$ cat config.mk
export PLATFORM = sky130hd
export DESIGN_NAME = status_master_flat
export DESIGN_NICKNAME = d
export VERILOG_FILES = /design/src/rtl/status_master_if.sv /design/src/rtl/status_master.sv /design/src/flat_wrapper.sv
export SDC_FILE = /design/constraint.sdc
export NUM_CORES = 1
export LEC_CHECK = 0
export BUFFER_PORTS_ARGS = -buffer_cell sky130_fd_sc_hd__buf_2
export CAP_MARGIN = 40
export CORE_UTILIZATION = 56
export DETAILED_ROUTE_END_ITERATION = 8
export PLACE_DENSITY = 0.85
export SYNTH_ARGS = -nofsm -noshare
export SYNTH_HDL_FRONTEND = slang
export SYNTH_SLANG_ARGS = --single-unit
$ cat constraint.sdc
create_clock -name clk -period 6.3 [get_ports clk]
set_clock_uncertainty 0.2 [all_clocks]
set_input_delay 1.26 -clock clk [delete_from_list [all_inputs] [get_ports clk]]
set_output_delay 1.26 -clock clk [all_outputs]
set_load 0.01 [all_outputs]
$ cat src/rtl/status_master_if.sv
// Single-word status BRAM port shared by the status initiator and the
// BRAM/PL side. Word address, 64-bit write word, 32-bit read word.
interface status_master_if;
  logic [1:0]  bram_addr;
  logic [63:0] bram_din;
  logic        bram_wen;
  logic [31:0] bram_dout;

  modport master (
    output bram_addr,
    output bram_din,
    output bram_wen,
    input  bram_dout
  );

  modport slave (
    input  bram_addr,
    input  bram_din,
    input  bram_wen,
    output bram_dout
  );
endinterface

$ cat src/rtl/status_master.sv
// Initiator end of the PS/PL status-word handshake. On start it waits for
// any stale completion bit to clear, pulses the command flag in the upper
// half of word 0 for HOLD_CYCLES, clears it, then polls bit 0 of the lower
// half until the PL reports completion or the ARM+POLL budget runs out.
module status_master #(
  parameter int HOLD_CYCLES    = 2,
  parameter int READ_LAT       = 1,
  parameter int POLL_GAP       = 4,
  parameter int TIMEOUT_CYCLES = 1000000,
  parameter int CNT_W          = 32
) (
  input  logic                 clk,
  input  logic                 rst,
  input  logic                 start,
  output logic                 busy,
  output logic                 done,
  output logic                 timeout,
  output logic [CNT_W-1:0]     latency,
  status_master_if.master      bram
);

  // One shared down-time counter serves the hold, read-wait and gap phases.
  localparam int WAIT_MAX_A = (HOLD_CYCLES > READ_LAT) ? HOLD_CYCLES : READ_LAT;
  localparam int WAIT_MAX   = (WAIT_MAX_A > POLL_GAP) ? WAIT_MAX_A : POLL_GAP;
  localparam int WAIT_W     = $clog2(WAIT_MAX + 1);
  localparam int TO_W       = $clog2(TIMEOUT_CYCLES + 1);

  localparam logic [WAIT_W-1:0] HOLD_LAST = WAIT_W'(HOLD_CYCLES - 1);
  localparam logic [WAIT_W-1:0] RL_LAST   = WAIT_W'(READ_LAT);
  localparam logic [WAIT_W-1:0] GAP_LAST  = WAIT_W'((POLL_GAP == 0) ? 0 : POLL_GAP - 1);
  localparam logic [TO_W-1:0]   TO_LAST   = TO_W'(TIMEOUT_CYCLES - 1);

  typedef enum logic [2:0] {
    S_IDLE,
    S_ARM,
    S_SET,
    S_CLR,
    S_POLL
  } state_t;

  state_t            state_reg, state_next;
  logic              gap_reg, gap_next;         // 1 = idling between reads
  logic [WAIT_W-1:0] wait_reg, wait_next;
  logic [TO_W-1:0]   to_reg, to_next;
  logic [CNT_W-1:0]  lat_reg, lat_next;         // running flag-to-done count
  logic [CNT_W-1:0]  lat_sat;
  logic [CNT_W-1:0]  latency_reg, latency_next;
  logic              busy_reg, busy_next;
  logic              done_reg, done_next;
  logic              timeout_reg, timeout_next;
  logic              wen_c;
  logic [63:0]       din_c;
  logic              unused_dout_bits;

  // Only bit 0 of the read word carries the PL completion flag.
  assign unused_dout_bits = ^bram.bram_dout[31:1];

  // Latency count stops at all-ones instead of wrapping.
  assign lat_sat = (lat_reg == {CNT_W{1'b1}}) ? lat_reg : lat_reg + CNT_W'(1);

  // Next-state, counters and BRAM drive for the handshake sequence.
  always_comb begin
    state_next   = state_reg;
    gap_next     = gap_reg;
    wait_next    = wait_reg;
    to_next      = to_reg;
    lat_next     = lat_reg;
    latency_next = latency_reg;
    done_next    = 1'b0;
    timeout_next = 1'b0;
    wen_c        = 1'b0;
    din_c        = '0;

    case (state_reg)
      S_IDLE: begin
        // busy_reg also covers the done/timeout pulse cycle, so a start
        // arriving on that cycle is dropped.
        if (start && !busy_reg) begin
          state_next = S_ARM;
          gap_next   = 1'b0;
          wait_next  = '0;
          to_next    = '0;
        end
      end

      S_ARM, S_POLL: begin
        to_next = to_reg + TO_W'(1);
        if (state_reg == S_POLL) begin
          lat_next = lat_sat;
        end
        if (to_reg == TO_LAST) begin
          // Budget exhausted; checked first so it beats a same-cycle sample.
          timeout_next = 1'b1;
          state_next   = S_IDLE;
        end else if (!gap_reg) begin
          if (wait_reg == RL_LAST) begin
            if (state_reg == S_ARM && !bram.bram_dout[0]) begin
              state_next = S_SET;
              wait_next  = '0;
              lat_next   = '0;
            end else if (state_reg == S_POLL && bram.bram_dout[0]) begin
              done_next    = 1'b1;
              latency_next = lat_reg;
              state_next   = S_IDLE;
            end else begin
              wait_next = '0;
              gap_next  = (POLL_GAP != 0);
            end
          end else begin
            wait_next = wait_reg + WAIT_W'(1);
          end
        end else begin
          if (wait_reg == GAP_LAST) begin
            gap_next  = 1'b0;
            wait_next = '0;
          end else begin
            wait_next = wait_reg + WAIT_W'(1);
          end
        end
      end

      S_SET: begin
        wen_c         = 1'b1;
        din_c[63:32]  = 32'h1;
        lat_next      = lat_sat;
        if (wait_reg == HOLD_LAST) begin
          state_next = S_CLR;
          wait_next  = '0;
        end else begin
          wait_next = wait_reg + WAIT_W'(1);
        end
      end

      S_CLR: begin
        // din stays zero: this write drops the flag the receiver edge-detects.
        wen_c      = 1'b1;
        lat_next   = lat_sat;
        state_next = S_POLL;
        gap_next   = 1'b0;
        wait_next  = '0;
      end

      default: begin
        state_next = S_IDLE;
      end
    endcase

    busy_next = (state_next != S_IDLE) || done_next || timeout_next;
  end

  // State and counter registers; reset abandons any command in flight.
  always_ff @(posedge clk) begin
    if (rst) begin
      state_reg   <= S_IDLE;
      gap_reg     <= 1'b0;
      wait_reg    <= '0;
      to_reg      <= '0;
      lat_reg     <= '0;
      latency_reg <= '0;
      busy_reg    <= 1'b0;
      done_reg    <= 1'b0;
      timeout_reg <= 1'b0;
    end else begin
      state_reg   <= state_next;
      gap_reg     <= gap_next;
      wait_reg    <= wait_next;
      to_reg      <= to_next;
      lat_reg     <= lat_next;
      latency_reg <= latency_next;
      busy_reg    <= busy_next;
      done_reg    <= done_next;
      timeout_reg <= timeout_next;
    end
  end

  assign busy           = busy_reg;
  assign done           = done_reg;
  assign timeout        = timeout_reg;
  assign latency        = latency_reg;
  assign bram.bram_addr = 2'b00;
  assign bram.bram_wen  = wen_c;
  assign bram.bram_din  = din_c;

endmodule

$ cat src/flat_wrapper.sv
// flat-port wrapper written by rule: the top's interface ports become plain ports
module status_master_flat 
#(
  parameter int HOLD_CYCLES    = 2,
  parameter int READ_LAT       = 1,
  parameter int POLL_GAP       = 4,
  parameter int TIMEOUT_CYCLES = 1000000,
  parameter int CNT_W          = 32
)
  (clk, rst, start, busy, done, timeout, latency, bram_bram_addr, bram_bram_din, bram_bram_wen, bram_bram_dout);
  status_master_if bram_i ();
  input  logic clk;
  input  logic rst;
  input  logic start;
  output logic busy;
  output logic done;
  output logic timeout;
  output logic [CNT_W-1:0] latency;
  output wire logic [$bits(bram_i.bram_addr)-1:0] bram_bram_addr;
  output wire logic [$bits(bram_i.bram_din)-1:0] bram_bram_din;
  output wire logic [$bits(bram_i.bram_wen)-1:0] bram_bram_wen;
  input wire logic [$bits(bram_i.bram_dout)-1:0] bram_bram_dout;
  assign bram_bram_addr = bram_i.bram_addr;
  assign bram_bram_din = bram_i.bram_din;
  assign bram_bram_wen = bram_i.bram_wen;
  assign bram_i.bram_dout = bram_bram_dout;
  status_master #(.HOLD_CYCLES(HOLD_CYCLES), .READ_LAT(READ_LAT), .POLL_GAP(POLL_GAP), .TIMEOUT_CYCLES(TIMEOUT_CYCLES), .CNT_W(CNT_W)) u_core (.clk(clk), .rst(rst), .start(start), .busy(busy), .done(done), .timeout(timeout), .latency(latency), .bram(bram_i));
endmodule
; Word level (Yosys, flattened, before mapping)
; Index checks and enable logic that the tools add are counted.
[op_classes]
add_sub_neg = 3
eq_ne = 11
n_mux = 44
bitwise = 3
reduce_logical = 19
[ops]
columns = cell, count
row1 = two-way mux 32 bit, 6
row2 = one-hot mux 32 bit (2 select lines), 1
row3 = two-way mux 3 bit, 15
row4 = one-hot mux 20 bit (2 select lines), 1
row5 = adder 32 x 1 -> 32 bit (second input constant), 1
row6 = equality test 32 bit (second input constant), 1
row7 = one-hot mux 3 bit (4 select lines), 2
row8 = adder 20 x 1 -> 20 bit (second input constant), 1
row9 = equality test 20 bit (second input constant), 1
row10 = two-way mux 20 bit, 1
row11 = two-way mux 1 bit, 17
row12 = equality test 3 x 2 -> 1 bit (second input constant), 3
row13 = equality test 3 x 1 -> 1 bit (second input constant), 2
row14 = AND reduction 6 bit, 1
row15 = nonzero test 3 bit, 2
row16 = inequality test 5 x 4 -> 1 bit (second input constant), 1
row17 = AND reduction 4 bit, 1
row18 = nonzero test 2 bit, 2
row19 = nonzero test 4 bit, 1
row20 = OR reduction 2 bit, 2
row21 = adder 3 x 1 -> 3 bit (second input constant), 1
row22 = equality test 3 bit (second input constant), 1
row23 = logical AND 1 bit, 3
row24 = logical NOT 3 bit, 1
row25 = 8 further kinds, 12
[word_totals]
ff_bits = 94
in_bits = 35
word_cells = 89

; Logic depth before layout (Yosys ltp)
; Gate-level depths: netlist (run 1).
[logic_depth]
word_depth = 11
ltp_mapped = 10

; Worst setup path after synthesis (run 1)
; Ideal clock, no wire load.
[synth_timing]
path_kind = input to register
startpoint = input port start
endpoint = register u_core.to_reg[15]
arrival_time_ps = 2738
setup_slack_ps = 3291
cell_stages = 6
path_cell_list = nor2b_1 -> o31ai_1 -> or4_1 -> clkbuf_2 -> or3_1 -> a21oi_1
[synth_via]
elab_chain_len = 3
[synth_lines]
columns = element, line
row1 = start: declaration, flat_wrapper.sv:14  ; input logic start;
row2 = logical AND 1 bit, status_master.sv:78  ; if (start && !busy_reg) begin
row3 = inequality test 2 x 1 -> 1 bit (no source line), --
row4 = AND reduction 2 bit (no source line), --
row5 = end signal: assignment, status_master.sv:167  ; to_reg <= to_next;
row6 = end: declaration, status_master.sv:44  ; logic [TO_W-1:0] to_reg, to_next;
; Every way passes these cells.
; A chain may end at the register's enable or synchronous reset.

; Worst setup path after layout (run 1)
[layout_timing]
startpoint = register u_core.state_reg[1]
endpoint = output port bram_bram_din[32]
[layout_via]
elab_chain_len = 2
[layout_lines]
columns = element, line
row1 = start: declaration, status_master.sv:41  ; state_t state_reg, state_next;
row2 = start signal: assignment, status_master.sv:164  ; state_reg <= state_next;
row3 = equality test 3 x 2 -> 1 bit, status_master.sv:74  ; case (state_reg)
row4 = two-way mux 1 bit, status_master.sv:74
row5 = end: declaration, flat_wrapper.sv:20  ; output wire logic [$bits(bram_i.bram_din)-1:0] bram_bram_din;
; Every way passes these cells.

==> out/metrics.csv, run 1 <==
metric,value,unit
outcome,completed,
viasPerCell,5.36,
synth_cell_types,53,
core,8260,um^2
syn-mean-instance-area,7.97,um^2
die_h,94.7,um
fin_tns_setup,0,ns
leakagePower,1.92,nW
place_congestion,0.886,
crit_path_start_kind,flip-flop,
cts_hold_buf,0,
seq_area_frac_synth,0.391,
tightest_slew,0.887,ns
p_total,1.07,mW
layoutNonFillerInstCount,743,
num_io_pins,137,
arrival,1.68,ns
path_clk_slew,0.09,ns
drc,0,
cts_buffer_depth,2,
via_count,3979,
rows,33,
synth-edff-count,0,
antenna_found_initial,0,
synthCells,604,
detail_route.wl_per_cell,12.8,um
place_area,4860,um^2
insertedDiodeCount,0,
ctsRootBufferMaster,clkbuf_8,
h-tree-depth,3,
grt_max_degree,59,
relSlewSlack,0.399,
layout_common_cells,"dfxtp_1 (94), nand2_1 (91), conb_1 (65)",
maxSlewViolCount,0,
rsz0062_at_grt,no,
synth_ff_type,dfxtp_1,
path_class,flip-flop to primary output,
grt_pass1_vias,3378,
port_buffers,40,
drt_pass1_iterations,6,
final_common_cell,dfxtp_1,
cts_sinks,94,
grt_use_total,0.216,
postCtsSetupRepairBufs,0,
p_per_area,212,nW/um^2
ys_async_sr_fraction,0,
stdcell_area,5060,um^2
numCtsBuffers,9,
grt_pass1_wl,15500,um
area_growth,5.01,%
initialDrtViolationCount,222,
cap_violations,0,
drive_above_1_share,0.111,
clk_latency,0.37,ns
period_share,0.498,
dp_hpwl,6570,um
cts_tree,yes,
syn_area,4820,um^2
final_nets,674,
detail_route.wirelength,9490,um
ys_ff_latch,94,
worst_slack,3.16,ns
ant_nets,0,
end_kind,primary output,
synth_warnings,0,
fmax,0.319,GHz
fin_util,0.612,
worstPathRequired,4.84,ns
hold-worst-slack,0.257,ns
cts-resized-gates,0,
start_util,0.583,
die_area,8970,um^2
place_inst,727,
hold_viol,0,
place_ws,2.98,ns
ir_worst_vdd,0.000141,V
die_x,94.7,um
cp_max_fo,17,
period_minus_slack,3.14,ns
setup_violations,0,
gr-total-overflow,0,
min_path_type,flip-flop to flip-flop,
==> per-layer routing <==
metal	track usage	up-vias	wire [um]	share of wire
met2	0.338	156	4410	0.46
met5	0	-	0	0
met4	0.0833	0	164	0.017
met3	0.0475	17	621	0.065
li1	-	1987	-	-
met1	0.291	1819	4300	0.45
==> cells by family after synthesis <==
group / Yosys count / synth area share
AND/OR/NAND/NOR: 265 / 0.273
buffers and inverters: 103 / 0.133
AO/OA/AOI/OAI: 99 / 0.122
flip-flops: 94 / 0.391
XOR/XNOR: 36 / 0.0655
adder cells (fa/ha/maj): 6 / 0.0156
other: 1 / 0.000779
==> area by class of cell <==
class                   instances  area (um^2)
repair buffers                 45          265
multi-input cells             471         2530
well taps                     105          131
inverters                      12         45.0
fillers                       735         3200
flip-flops and latches         94         1880
clock inverters                 7         75.1
clock buffers                   9          124
==> cells in the mapped netlist, types with 2 or more instances <==
master    instances  share of area
nand3b_1          3         0.0047
and3_1           10          0.013
and2_1            2         0.0026
buf_4            66           0.10
a21oi_1          49          0.051
nand4_1          14          0.018
a211oi_1          8          0.012
ha_1              6          0.016
nor3_1           10          0.010
nand2_1          91          0.071
nand2b_1         10          0.013
nor3b_1           2         0.0031
nor2_1           64          0.050
a311oi_1          2         0.0036
nor4_1            2         0.0026
or4_1             2         0.0031
dfxtp_1          94           0.39
a31oi_1           4         0.0052
o21ai_0          20          0.021
xnor2_1          18          0.033
nor4b_1           4         0.0073
o31ai_1           6         0.0094
or3_1            11          0.014
or2_2             2         0.0026
nor4bb_1          2         0.0042
clkbuf_1         21          0.016
xor2_1           18          0.033
nand3_1          20          0.021
buf_2             3         0.0031
and4_1            4         0.0073
nor2b_1           3         0.0039
inv_1            12         0.0094
==> worst paths after layout <==
check                                         start  cells after the start                  to  slack, ns
worst max-delay path            u_core.state_reg[1]                      3   bram_bram_din[32]       3.16
worst min-delay path              u_core.latency[4]                      2   u_core.latency[4]       0.26
worst max register to register     u_core.to_reg[0]                      8  u_core.lat_reg[13]       3.52
worst min register to register    u_core.latency[4]                      2   u_core.latency[4]       0.26
==> critical path, stage by stage (launching register included) <==
cell and delay [ns]:
dfxtp_1 0.68, nand2b_1 0.24, nor2_1 0.23, buf_2 0.17
==> power breakdown <==
| part | leakage, nW | internal [mW] | switching (mW) | total (mW) |
|---|---|---|---|---|
| clock | 0.0981 | 0.156 | 0.238 | 0.394 |
| sequential | 0.758 | 0.598 | 0.00713 | 0.606 |
| combinational | 1.06 | 0.0178 | 0.0537 | 0.0715 |
(Power assumes the default switching activity.)
==> inputs of run 2 (changes only) <==
--- a/config.mk
+++ b/config.mk
@@ -5,11 +5,12 @@
 export SDC_FILE = /design/constraint.sdc
 export NUM_CORES = 1
 export LEC_CHECK = 0
+export ABC_AREA = 1
 export BUFFER_PORTS_ARGS = -buffer_cell sky130_fd_sc_hd__buf_2
 export CAP_MARGIN = 40
-export CORE_UTILIZATION = 56
+export CORE_UTILIZATION = 55
 export DETAILED_ROUTE_END_ITERATION = 8
-export PLACE_DENSITY = 0.85
+export PLACE_DENSITY = 0.81
 export SYNTH_ARGS = -nofsm -noshare
 export SYNTH_HDL_FRONTEND = slang
 export SYNTH_SLANG_ARGS = --single-unit
==> constraint.sdc (replaced) <==
create_clock -name clk -period 2.9 [get_ports clk]
set_clock_uncertainty 0.2 [all_clocks]
set_input_delay 0.58 -clock clk [delete_from_list [all_inputs] [get_ports clk]]
set_output_delay 0.58 -clock clk [all_outputs]
set_load 0.01 [all_outputs]
==> run 2 against run 1 <==
Effect of this change: power is 120% higher; via count grew 43%; first-iteration DRC count up 120%; critical endpoint is now u_core.lat_reg[3]; largest power group unchanged.
==> out/metrics.csv, run 2 <==
metric,value,unit,change
outcome,completed,,
tightest_slew,0.737,ns,-0.150 ns
hold_viol,0,,unchanged
critPathMaxStageDelay,0.44,ns,-0.24 ns
syn_area,5880,um^2,+22%
detail_route.wirelength,14100,um,+48%
seq_area_frac_synth,0.320,,-0.0706
die_h,105,um,+11%
slowest_stage,dfxtp_1,,
insertedDiodeCount,0,,unchanged
ctsRootBufferMaster,clkbuf_8,,
cts-resized-gates,0,,unchanged
grt_pass1_wl,23600,um,+53%
p_total,2.37,mW,+120%
gr-total-overflow,0,,unchanged
worstPathRequired,3.00,ns,-1.84 ns
synthCells,911,,+51%
end_kind,flip-flop,,
place_area,5900,um^2,+21%
synth_cell_types,43,,-19%
path_cells,ha_1 > nand2_2 > nor3_4 > nand3_2 > nand2_2 > inv_2 > nor2_4 > inv_2 > nor3b_1,,
reg2reg_from,u_core.to_reg[0],,
drc,0,,unchanged
viasPerCell,5.27,,-1.6%
area_growth,3.45,%,
num_io_pins,137,,unchanged
syn-mean-instance-area,6.45,um^2,-19%
place_congestion,0.971,,+9.7%
port_buffers,40,,unchanged
leakagePower,2.38,nW,+24%
ir_worst_vdd,0.000288,V,+100%
cts_buffer_depth,2,,unchanged
die_area,11100,um^2,+24%
cp_max_fo,14,,-3
relSlewSlack,0.508,,+0.108
layout_common_cells,"nand2_1 (227), nor2_1 (143), dfxtp_1 (94)",,
rrSetupSlack,0.46,ns,-3.06 ns
yosysMostFrequentCell,nand2_1,,
period_minus_slack,2.44,ns,
path_class,flip-flop to flip-flop,,
final_nets,977,,+45%
min_path_type,input port to flip-flop,,
cts_hold_buf,0,,unchanged
arrival,2.55,ns,+0.87 ns
core,10300,um^2,+25%
grt_max_degree,33,,-44%
fmax,0.409,GHz,
antenna_found_initial,0,,unchanged
maxSlewViolCount,0,,unchanged
synth_ff_type,dfxtp_1,,
ys_ff_latch,94,,unchanged
period_share,0.842,,
rsz0062_at_grt,no,,
crit_path_start_kind,flip-flop,,
fin_tns_setup,0,ns,unchanged
dp_hpwl,10300,um,+56%
die_x,105,um,+11%
detail_route.wl_per_cell,13.1,um,+2.4%
path_clk_slew,0.10,ns,about the same
rows,37,,+12%
grt_use_total,0.264,,+0.0471
crit_start,u_core.to_reg[0],,
initialDrtViolationCount,485,,+120%
clk_latency,0.38,ns,about the same
grt_pass1_vias,4891,,+45%
p_per_area,389,nW/um^2,+84%
synth_top_cell_area_share,0.320,,-0.0706
worstHoldStart,rst,,
numCtsBuffers,9,,unchanged
setup_violations,0,,unchanged
cts_tree,yes,,
synth_top_cell_by_area,dfxtp_1,,
drt_pass1_iterations,5,,-1
synth_warnings,0,,unchanged
ant_nets,0,,unchanged
start_util,0.569,,-0.0138
ys_async_sr_fraction,0,,unchanged
cts_sinks,94,,unchanged
cap_violations,0,,unchanged
via_count,5673,,+43%
final_common_cell,nand2_1,,
stdcell_area,6080,um^2,+20%
synth_commonest_cells,"nand2_1 (227), nor2_1 (143), dfxtp_1 (94)",,
synth_area_leaders,"dfxtp_1 (32%), nand2_1 (14%), nor2_1 (9.1%)",,
drive_above_1_share,0.108,,-0.00289
h-tree-depth,3,,unchanged
postCtsSetupRepairBufs,0,,unchanged
synth-edff-count,0,,unchanged
## run 2: report_power, final
group	internal, mW	switching [mW]	leakage (nW)
clock	0.343	0.496	0.0866
combinational	0.0498	0.158	1.54
sequential	1.30	0.0163	0.758
## run 2: final timing paths
path	to	depth (start not counted)
max	u_core.lat_reg[3]	9
min	u_core.to_reg[3]	2
min reg2reg	u_core.latency[21]	2
max reg2reg	u_core.lat_reg[3]	9
## run 2: area by class of cell
cell class | instances | area (um^2)
clock buffer | 11 | 141
clock inverter | 5 | 41.3
fill | 1031 | 4240
inverter | 67 | 251
multi-input combinational | 715 | 3330
sequential | 94 | 1880
tap | 136 | 170
timing repair buffer | 49 | 268
## run 2: logic make-up (layout without fill, tap and decap cells)
| group | count (synthesis) | after routing | share of synthesized area |
|---|---|---|---|
| xor gates and xnor gates | 10 | 10 | 0.0149 |
| and+or+nand+nor | 524 | 524 | 0.395 |
| DFF | 94 | 94 | 0.320 |
| AOI/OAI and AO/OA | 110 | 110 | 0.102 |
| adders and majority gates | 6 | 6 | 0.0128 |
| other | 1 | 65 | 0.000638 |
| buffers and inverters | 166 | 132 | 0.155 |
## run 2: critical path: cells and delay by family (launching register included)
family,cells,cell delay (ns)
buf+inv,2,0.30
flops,1,0.44
fa+ha+maj,1,0.23
simple gates,6,1.19
## run 2: metal layers
| layer | part of all wire | global-route usage | wire (um) | vias to the layer above |
|---|---|---|---|---|
| met2 | 0.46 | 0.428 | 6530 | 219 |
| met1 | 0.44 | 0.354 | 6210 | 2568 |
| met5 | 0 | 0 | 0 | - |
| met4 | 0.014 | 0.0825 | 204 | 0 |
| met3 | 0.082 | 0.0470 | 1150 | 17 |
| li1 | - | - | - | 2869 |
## run 2: per-stage QoR
step | cells | util | hold WS, ns | setup slack (ns)
floorplan | 975 | - | 0.260 | 0.963
global placement | 1061 | 0.571 | 0.248 | 0.571
detailed placement | 1061 | 0.571 | 0.250 | 0.521
CTS | 1077 | 0.589 | 0.245 | 0.479
global route | 1077 | 0.589 | 0.266 | 0.184
finish | 1077 | 0.589 | 0.256 | 0.457
